<file path="src/rtl/dtree_pkg.sv">
// Shared dtree definitions: default field widths, the default record layout
// and a helper that sizes a {timestamp, level, path} record.
package dtree_pkg;

  localparam int unsigned DTREE_LEVEL_WIDTH = 2;
  localparam int unsigned DTREE_PATH_WIDTH  = 2;
  localparam int unsigned DTREE_TS_WIDTH    = 16;
  localparam int unsigned DTREE_DEPTH_LOG2  = 3;

  // Record layout at the default widths: path in the LSBs, timestamp in the MSBs.
  localparam int unsigned PATH_LSB     = 0;
  localparam int unsigned LEVEL_LSB    = PATH_LSB + DTREE_PATH_WIDTH;
  localparam int unsigned TS_LSB       = LEVEL_LSB + DTREE_LEVEL_WIDTH;
  localparam int unsigned RECORD_WIDTH = DTREE_TS_WIDTH + DTREE_LEVEL_WIDTH + DTREE_PATH_WIDTH;

  function automatic int unsigned record_width(input int unsigned ts_w,
                                               input int unsigned level_w,
                                               input int unsigned path_w);
    return ts_w + level_w + path_w;
  endfunction

endpackage

</file>
<file path="src/rtl/dtree_label_streamer_if.sv">
// Classifier input and record output stream of the label streamer.
// master: the streamer side; slave: the classifier/host side.
interface dtree_label_streamer_if
  import dtree_pkg::*;
#(
  parameter int unsigned LEVEL_WIDTH = DTREE_LEVEL_WIDTH,
  parameter int unsigned PATH_WIDTH  = DTREE_PATH_WIDTH,
  parameter int unsigned TS_WIDTH    = DTREE_TS_WIDTH
);
  localparam int unsigned REC_WIDTH = record_width(TS_WIDTH, LEVEL_WIDTH, PATH_WIDTH);

  logic [LEVEL_WIDTH-1:0] in_level;
  logic [PATH_WIDTH-1:0]  in_path;
  logic                   in_valid;
  logic [REC_WIDTH-1:0]   out_data;
  logic                   out_valid;
  logic                   out_ready;

  modport master (
    input  in_level, in_path, in_valid, out_ready,
    output out_data, out_valid
  );

  modport slave (
    output in_level, in_path, in_valid, out_ready,
    input  out_data, out_valid
  );

endinterface

</file>
<file path="src/rtl/dtree_sync_fifo.sv">
// Generic first-word-fall-through FIFO. Head is read combinationally from the
// registered array; fill is an explicit counter. A push while full is accepted
// only when a pop happens in the same cycle.
module dtree_sync_fifo #(
  parameter int unsigned WIDTH      = 20,
  parameter int unsigned DEPTH_LOG2 = 3
) (
  input  logic                  clk,
  input  logic                  reset,
  input  logic                  push,
  input  logic                  pop,
  input  logic [WIDTH-1:0]      wr_data,
  output logic [WIDTH-1:0]      rd_data,
  output logic [DEPTH_LOG2:0]   fill,
  output logic                  full,
  output logic                  empty
);
  localparam int unsigned DEPTH = 1 << DEPTH_LOG2;

  logic [WIDTH-1:0]      mem [DEPTH];
  logic [DEPTH_LOG2-1:0] wr_ptr;
  logic [DEPTH_LOG2-1:0] rd_ptr;
  logic                  do_push;
  logic                  do_pop;

  assign full    = (fill == (DEPTH_LOG2 + 1)'(DEPTH));
  assign empty   = (fill == '0);
  assign do_pop  = pop && !empty;
  assign do_push = push && (!full || do_pop);
  assign rd_data = mem[rd_ptr];

  // Storage array; contents need no reset since the head is ignored while empty.
  always_ff @(posedge clk) begin
    if (do_push) mem[wr_ptr] <= wr_data;
  end

  // Pointers wrap naturally; fill tracks occupancy independently of them.
  always_ff @(posedge clk or posedge reset) begin
    if (reset) begin
      wr_ptr <= '0;
      rd_ptr <= '0;
      fill   <= '0;
    end else begin
      if (do_push) wr_ptr <= wr_ptr + 1'b1;
      if (do_pop)  rd_ptr <= rd_ptr + 1'b1;
      if (do_push && !do_pop)      fill <= fill + 1'b1;
      else if (do_pop && !do_push) fill <= fill - 1'b1;
    end
  end

endmodule

</file>
<file path="src/rtl/dtree_label_streamer.sv">
// Timestamps dtree classifications, buffers them in an FWFT FIFO and drains
// them over a valid/ready stream; sticky overflow reports dropped records.
// Optional macro DTREE_STREAM_DROP_CNT_EN adds a saturating 8-bit drop_count.
module dtree_label_streamer
  import dtree_pkg::*;
#(
  parameter int unsigned LEVEL_WIDTH = DTREE_LEVEL_WIDTH,
  parameter int unsigned PATH_WIDTH  = DTREE_PATH_WIDTH,
  parameter int unsigned TS_WIDTH    = DTREE_TS_WIDTH,
  parameter int unsigned DEPTH_LOG2  = DTREE_DEPTH_LOG2
) (
  input  logic                  clk,
  input  logic                  reset,
  dtree_label_streamer_if.master s,
  output logic [DEPTH_LOG2:0]   fill,
  output logic                  overflow,
  input  logic                  clear_overflow
`ifdef DTREE_STREAM_DROP_CNT_EN
  ,
  output logic [7:0]            drop_count
`endif
);
  localparam int unsigned REC_WIDTH = record_width(TS_WIDTH, LEVEL_WIDTH, PATH_WIDTH);

  logic [TS_WIDTH-1:0]  timestamp;
  logic [REC_WIDTH-1:0] wr_data;
  logic                 full;
  logic                 empty;
  logic                 push;
  logic                 pop;
  logic                 drop;

  assign pop         = !empty && s.out_ready;
  assign push        = s.in_valid && (!full || pop);
  assign drop        = s.in_valid && full && !pop;
  assign wr_data     = {timestamp, s.in_level, s.in_path};
  assign s.out_valid = !empty;

  // Free-running sample-time counter, one tick per sample.
  always_ff @(posedge clk or posedge reset) begin
    if (reset) timestamp <= '0;
    else       timestamp <= timestamp + 1'b1;
  end

  // Sticky loss flag; a drop in the clearing cycle keeps it set.
  always_ff @(posedge clk or posedge reset) begin
    if (reset)               overflow <= 1'b0;
    else if (drop)           overflow <= 1'b1;
    else if (clear_overflow) overflow <= 1'b0;
  end

`ifdef DTREE_STREAM_DROP_CNT_EN
  // Saturating drop counter; a drop coinciding with a clear restarts it at 1.
  always_ff @(posedge clk or posedge reset) begin
    if (reset) begin
      drop_count <= '0;
    end else if (drop) begin
      if (clear_overflow)         drop_count <= 8'd1;
      else if (drop_count != '1)  drop_count <= drop_count + 1'b1;
    end else if (clear_overflow) begin
      drop_count <= '0;
    end
  end
`endif

  dtree_sync_fifo #(
    .WIDTH      (REC_WIDTH),
    .DEPTH_LOG2 (DEPTH_LOG2)
  ) u_fifo (
    .clk     (clk),
    .reset   (reset),
    .push    (push),
    .pop     (pop),
    .wr_data (wr_data),
    .rd_data (s.out_data),
    .fill    (fill),
    .full    (full),
    .empty   (empty)
  );

endmodule

</file>
<file path="src/flat_wrapper.sv">
// flat-port wrapper written by rule: the top's interface ports become plain ports
module dtree_label_streamer_flat import dtree_pkg::*;
#(
  parameter int unsigned LEVEL_WIDTH = DTREE_LEVEL_WIDTH,
  parameter int unsigned PATH_WIDTH  = DTREE_PATH_WIDTH,
  parameter int unsigned TS_WIDTH    = DTREE_TS_WIDTH,
  parameter int unsigned DEPTH_LOG2  = DTREE_DEPTH_LOG2
)
  (clk, reset, fill, overflow, clear_overflow, s_in_level, s_in_path, s_in_valid, s_out_ready, s_out_data, s_out_valid);
  dtree_label_streamer_if #(.LEVEL_WIDTH(LEVEL_WIDTH), .PATH_WIDTH(PATH_WIDTH), .TS_WIDTH(TS_WIDTH)) s_i ();
  input  logic clk;
  input  logic reset;
  output logic [DEPTH_LOG2:0] fill;
  output logic overflow;
  input  logic clear_overflow;
  input wire logic [$bits(s_i.in_level)-1:0] s_in_level;
  input wire logic [$bits(s_i.in_path)-1:0] s_in_path;
  input wire logic [$bits(s_i.in_valid)-1:0] s_in_valid;
  input wire logic [$bits(s_i.out_ready)-1:0] s_out_ready;
  output wire logic [$bits(s_i.out_data)-1:0] s_out_data;
  output wire logic [$bits(s_i.out_valid)-1:0] s_out_valid;
  assign s_i.in_level = s_in_level;
  assign s_i.in_path = s_in_path;
  assign s_i.in_valid = s_in_valid;
  assign s_i.out_ready = s_out_ready;
  assign s_out_data = s_i.out_data;
  assign s_out_valid = s_i.out_valid;
  dtree_label_streamer #(.LEVEL_WIDTH(LEVEL_WIDTH), .PATH_WIDTH(PATH_WIDTH), .TS_WIDTH(TS_WIDTH), .DEPTH_LOG2(DEPTH_LOG2)) u_core (.clk(clk), .reset(reset), .s(s_i), .fill(fill), .overflow(overflow), .clear_overflow(clear_overflow));
endmodule
</file>
<file path="config.mk">
export PLATFORM = sky130hd
export DESIGN_NAME = dtree_label_streamer_flat
export DESIGN_NICKNAME = d
export VERILOG_FILES = /design/src/rtl/dtree_pkg.sv /design/src/rtl/dtree_label_streamer_if.sv /design/src/rtl/dtree_sync_fifo.sv /design/src/rtl/dtree_label_streamer.sv /design/src/flat_wrapper.sv
export SDC_FILE = /design/constraint.sdc
export NUM_CORES = 1
export LEC_CHECK = 0
export CORE_MARGIN = 8
export CORE_UTILIZATION = 37
export CTS_CLUSTER_SIZE = 25
export DETAILED_ROUTE_END_ITERATION = 7
export PLACE_DENSITY = 0.62
export SYNTH_ARGS = -nofsm -noshare
export SYNTH_HDL_FRONTEND = slang
export SYNTH_HIERARCHICAL = 1
export SYNTH_SLANG_ARGS = --single-unit
</file>
<file path="constraint.sdc">
create_clock -name clk -period 5 [get_ports clk]
set_input_delay 1 -clock clk [delete_from_list [all_inputs] [get_ports clk]]
set_output_delay 1 -clock clk [all_outputs]
set_load 0.03 [all_outputs]
</file>
[After elaboration in Yosys (flattened, before gate mapping)]
Memories as Yosys holds them, arrays and structs flattened.
Index checks and enable logic that the tools add are counted.
Operators by class
  $add $sub $neg: 5
  equality and inequality tests: 1
  mux-type cells: 6
  reduce and logical (&&, ||, !) cells: 18
Operator list (count)
  adder 16 x 1 -> 16 bit, second input constant: 1
  logical AND 1 bit: 8
  2-to-1 mux 4 bit: 2
  adder 3 x 1 -> 3 bit, second input constant: 2
  logical NOT 1 bit: 5
  adder 4 x 1 -> 4 bit, second input constant: 1
  equality test 4 bit, second input constant: 1
  logical NOT 4 bit: 1
  2-to-1 mux 1 bit: 4
  nonzero test 2 bit: 2
  subtractor 4 x 1 -> 4 bit, second input constant: 1
  logical OR 1 bit: 2
Word-level totals
  register bits: 27
  bits in writable memories: 160
  bits of input ports: 9
  output and inout port bits: 26
  memories: 1
Memories
  u_core.u_fifo.mem: depth 8, width 20, read ports 1, clocked after memory_dff 0, wr ports 1, RTL line dtree_sync_fifo.sv:20  | logic [WIDTH-1:0] mem [DEPTH];

[Longest topological paths before layout]
  word-level depth: 10
  gate-level depth with buffers: 11

[Modules after synthesis]
Netlist, hierarchy kept.
Modules (own cells, without submodules)
  dtree_sync_fifo: times used 1, cells an instance 296, area each 6647.6 um2
  dtree_label_streamer: times used 1, cells an instance 68, area each 762.0 um2

[Worst setup path before layout]
OpenSTA, ideal clock, no wires.
  path kind: input -> register
  start: in s_out_ready
  end: mem u_core.u_fifo.mem[0][0] (enable)
  setup time: 448 ps
  arrival: 3602 ps
  setup slack: 950 ps
  stages on the path: 4
  buffers on the path: 0
  path through: nand2b_1 -> a21boi_0 -> o21ai_4 -> nor4_1
On the way
  cells in the longest elaborated chain, start to end: 6
  elaborated cells on any way between the ends: 8
  those cells by class: 2 x mux; 6 x reduce/logical
RTL lines
  from (decl): RTL line flat_wrapper.sv:19  | input wire logic [$bits(s_i.out_ready)-1:0] s_out_ready;
  logical AND 1 bit: RTL line dtree_label_streamer.sv:33  | assign pop = !empty && s.out_ready;
  logical OR 1 bit: RTL line dtree_label_streamer.sv:34  | assign push = s.in_valid && (!full || pop);
  logical AND 1 bit: RTL line dtree_label_streamer.sv:34
  via u_core.push: RTL line dtree_label_streamer.sv:29  | logic push;
  logical AND 1 bit: RTL line dtree_sync_fifo.sv:29  | assign do_push = push && (!full || do_pop);
  2-to-1 mux 1 bit: RTL line dtree_sync_fifo.sv:34  | if (do_push) mem[wr_ptr] <= wr_data;
  2-to-1 mux 1 bit (not written as such): RTL line dtree_sync_fifo.sv:34
  to (decl): RTL line dtree_sync_fifo.sv:20
The timed path passes the listed nets, and every way through them passes these cells.

[Final worst setup path]
  start: reg u_core.u_fifo.rd_ptr[0]
  end: out s_out_data[14]
On the way
  cells in the longest elaborated chain, start to end: 1
RTL lines
  from (decl): RTL line dtree_sync_fifo.sv:22  | logic [DEPTH_LOG2-1:0] rd_ptr;
  from (signal assigned): RTL line dtree_sync_fifo.sv:45  | if (do_pop) rd_ptr <= rd_ptr + 1'b1;
  memory (8 x 20 bit)
  to (decl): RTL line flat_wrapper.sv:20  | output wire logic [$bits(s_i.out_data)-1:0] s_out_data;
No other way between the ends.

==> flow_summary.yaml <==
outcome:
  outcome: "complete, no violations"
detailed_routing:
  vias_per_cell: 5.02
  drt_iter0_drc: 215
  post_drt_wl_per_cell_um: 19.3
  drtAntennaViolNets: 0
  wirelength_um: 13400
  drc_errors: 0
  dr.pass1.iters: 4
  dr_total_vias: 3474
synthesis:
  yosysSeqAreaShare_pct: 74.0
  syn_area_per_cell_um2: 20.4
  ys_seq_elements: 187
  syn_area_um2: 7410
  synthesis.nets: 380
  synth_warnings: 6
  synth.distinct_cells: 37
  synth_cells: 364
critical_path:
  r2r_cells: 11
  worstPathRequired_ns: 4.00
  critPathCaptureType: "output port"
  worst-r2r-setup-slack_ns: 1.79
  r2r_start: "u_core/u_fifo/fill[0]"
  crit_type: "register to output port"
  cp-start-kind: "register"
  cp_max_fo: 26
  worst_ep_arrival_time_ns: 2.92
  r2r_end: "u_core/u_fifo/fill[3]"
power:
  power_density_nw_per_um2: 589
  power.net_switching_mw: 1.65
  p_leak_nw: 3.02
  p_int_mw: 3.50
  power_frac_comb_pct: 33.5
  peakVddDrop_uv: 227
  pwr-share-seq_pct: 40.5
  swShare_pct: 32.1
  clkPwrFrac_pct: 26.0
clock_tree:
  path_clk_slew_ns: 0.07
  hold_buffers: 0
  clock_path_buffers: 2
  cts.root.buffer_cell: "clkbuf_16"
  clock_sinks: 187
  post-cts-setup-buffers: 0
  cts_made_buffers: 17
  htreeDepth: 4
  ctsResizeCount: 0
  clk_latency_ns: 0.42
  cts_tree: "yes"
layout:
  drive_above_1_share_pct: 28.1
  antenna_cells: 0
  area_delta_synth_final_pct: 18.1
  final_nets: 430
timing:
  worstMarginPinSlew_ns: 1.12
  finalMaxSlewViolations: 0
  setup-violations-final: 0
  holdWs_ns: 0.535
  fin_crit_sh_pct: 78.4
  setup-tns-final_ns: 0
  finalHoldViolations: 0
  fin_crit_ns: 3.92
  max_freq_mhz: 255
  max-slew-margin-rel_pct: 25.2
  rsz0062_at_grt: "no"
  fin_skew_ns: 0.00980
worst_hold_path:
  min_to: "u_core/overflow"
  hold_class: "register to register"
  min_from: "u_core/overflow"
  hold_path_depth: 2
floorplanning:
  die_area_um2: 24800
  ios: 35
  die_w_um: 158
  die_h_um: 158
  coreArea_um2: 19600
  std_cell_rows: 51
  start_util_pct: 37.8
global_routing:
  grt_start_max_net_pins: 39
  grt_pass1_vias: 3659
  grt_pass1_wl_um: 21100
  grt-ovfl-total: 0
  gr-usage-all-layers_pct: 11.6
  antenna_found_initial: 0
place:
  numPortBuffers: 34
  gp_congestion: 0.755
  place_hpwl_um: 7770
job:
  cap_viol_max_count: 0
## metal layers
layer  global-route usage, %  part of all wire (%)
met1                    14.5                    46
met2                    19.1                    50
met3                    2.44                   3.1
met4                    5.03                   1.6
met5                       0                     0
## flip-flops by register name, indices dropped and copies added, names as in the netlist
register,cells
u_core/u_fifo/wr_ptr,3
u_core/u_fifo/fill,4
u_core/timestamp,16
u_core/u_fifo/rd_ptr,3
u_core/u_fifo/mem,160
u_core/overflow,1
## kinds of logic (layout without fill, tap and decap cells)
family | after synthesis | in the layout | synth area share, %
flops | 187 | 187 | 74.0
mux | 64 | 64 | 15.8
simple gates | 49 | 49 | 3.90
buf+inv | 26 | 89 | 1.38
xor+xnor | 20 | 20 | 2.36
compound gates | 11 | 11 | 1.27
fa+ha+maj | 7 | 7 | 1.28
## cells in the mapped netlist
master	count	area, µm²
edfxtp_1	160	4800
mux4_2	40	901
dfrtp_1	27	676
mux2_2	20	225
inv_1	11	41.3
xnor2_1	10	87.6
xor2_1	10	87.6
clkbuf_1	9	33.8
nor3_1	9	45.0
nand3_1	8	40.0
nor2_1	7	26.3
ha_1	6	75.1
nand2_1	6	22.5
nor4_1	5	31.3
buf_2	4	20.0
nand2b_1	3	18.8
nand4_1	3	18.8
o211ai_1	3	22.5
a21oi_1	2	10.0
inv_2	2	7.51
mux2_1	2	22.5
nand3b_1	2	15.0
a2111o_1	1	11.3
a21boi_0	1	7.51
fa_1	1	20.0
mux2_4	1	15.0
mux2i_1	1	10.0
nand3_2	1	10.0
nand4_4	1	21.3
nor4_2	1	12.5
o21ai_0	1	5.00
o21ai_1	1	5.00
o21ai_4	1	16.3
o41ai_2	1	16.3
or3_1	1	6.26
or4_1	1	7.51
or4b_4	1	13.8
## critical path, cell delays in order, from the launching register on
cell and delay (ns):
dfrtp_2 0.74, buf_12 0.31, mux4_2 0.54, mux2_2 0.28
clkdlybuf4s50_1 0.59
## stage by stage
| step | utilization (%) | cell area, µm² | setup slack [ns] | instances | power, mW |
|---|---|---|---|---|---|
| after floorplan | - | 7410 | 0.950 | 364 | 3.26 |
| after global placement | 41.6 | 8150 | 1.28 | 660 | 3.85 |
| after detailed placement | 41.6 | 8150 | 1.14 | 660 | 3.89 |
| after CTS | 44.7 | 8750 | 0.973 | 692 | 5.23 |
| after global routing | 44.7 | 8750 | 0.899 | 692 | 5.40 |
| final | 44.7 | 8750 | 1.08 | 692 | 5.16 |
## cells in the final DEF (no fill, tap or decap), types with 2 or more instances in the layout
cell	netlist	layout
mux2_2	20	20
nor3_2	0	4
inv_1	11	11
ha_1	6	6
clkinvlp_4	0	4
mux4_2	40	40
xnor2_1	10	10
edfxtp_1	160	160
clkbuf_16	0	17
inv_6	0	5
a21oi_1	2	2
dfrtp_1	27	26
nor4_2	1	2
buf_4	0	9
nor3_1	9	5
clkdlybuf4s50_1	0	34
nor2_1	7	4
inv_2	2	2
nand2b_1	3	3
nand3b_1	2	2
nor4_1	5	4
nand4_1	3	3
o211ai_1	3	3
nand2_1	6	6
nor2_2	0	3
mux2_1	2	2
xor2_1	10	10
nand3_1	8	8
bufinv_16	0	2
## power groups by stage
stage          clock [mW]  sequential (mW)  combinational, mW
2_1_floorplan           0             2.05               1.21
3_3_place_gp            0             2.12               1.73
3_5_place_dp            0             2.13               1.76
4_1_cts              1.37             2.10               1.77
5_1_grt              1.42             2.13               1.85
6_report             1.34             2.09               1.73
## final cells by class
class	instances	area, µm²
clock buffers	18	439
fillers	1667	10800
clock inverters	14	159
multi-input cells	151	1860
flip-flops and latches	187	5480
inverters	13	48.8
repair buffers	44	428
well taps	265	332
## how the worst max path moves through the flow
stage	startpoint	end	slack, ns	depth (start not counted)
floorplan	s_out_ready	u_core/u_fifo/mem[0][0]	0.95	4
global placement	s_out_ready	u_core/u_fifo/fill[3]	1.28	11
detailed placement	s_out_ready	u_core/u_fifo/fill[3]	1.14	11
CTS	u_core/u_fifo/rd_ptr[0]	s_out_data[10]	0.97	4
global route	u_core/u_fifo/rd_ptr[0]	s_out_data[8]	0.90	4
finish	u_core/u_fifo/rd_ptr[0]	s_out_data[14]	1.08	4
Power figures use the tool's default switching activity.
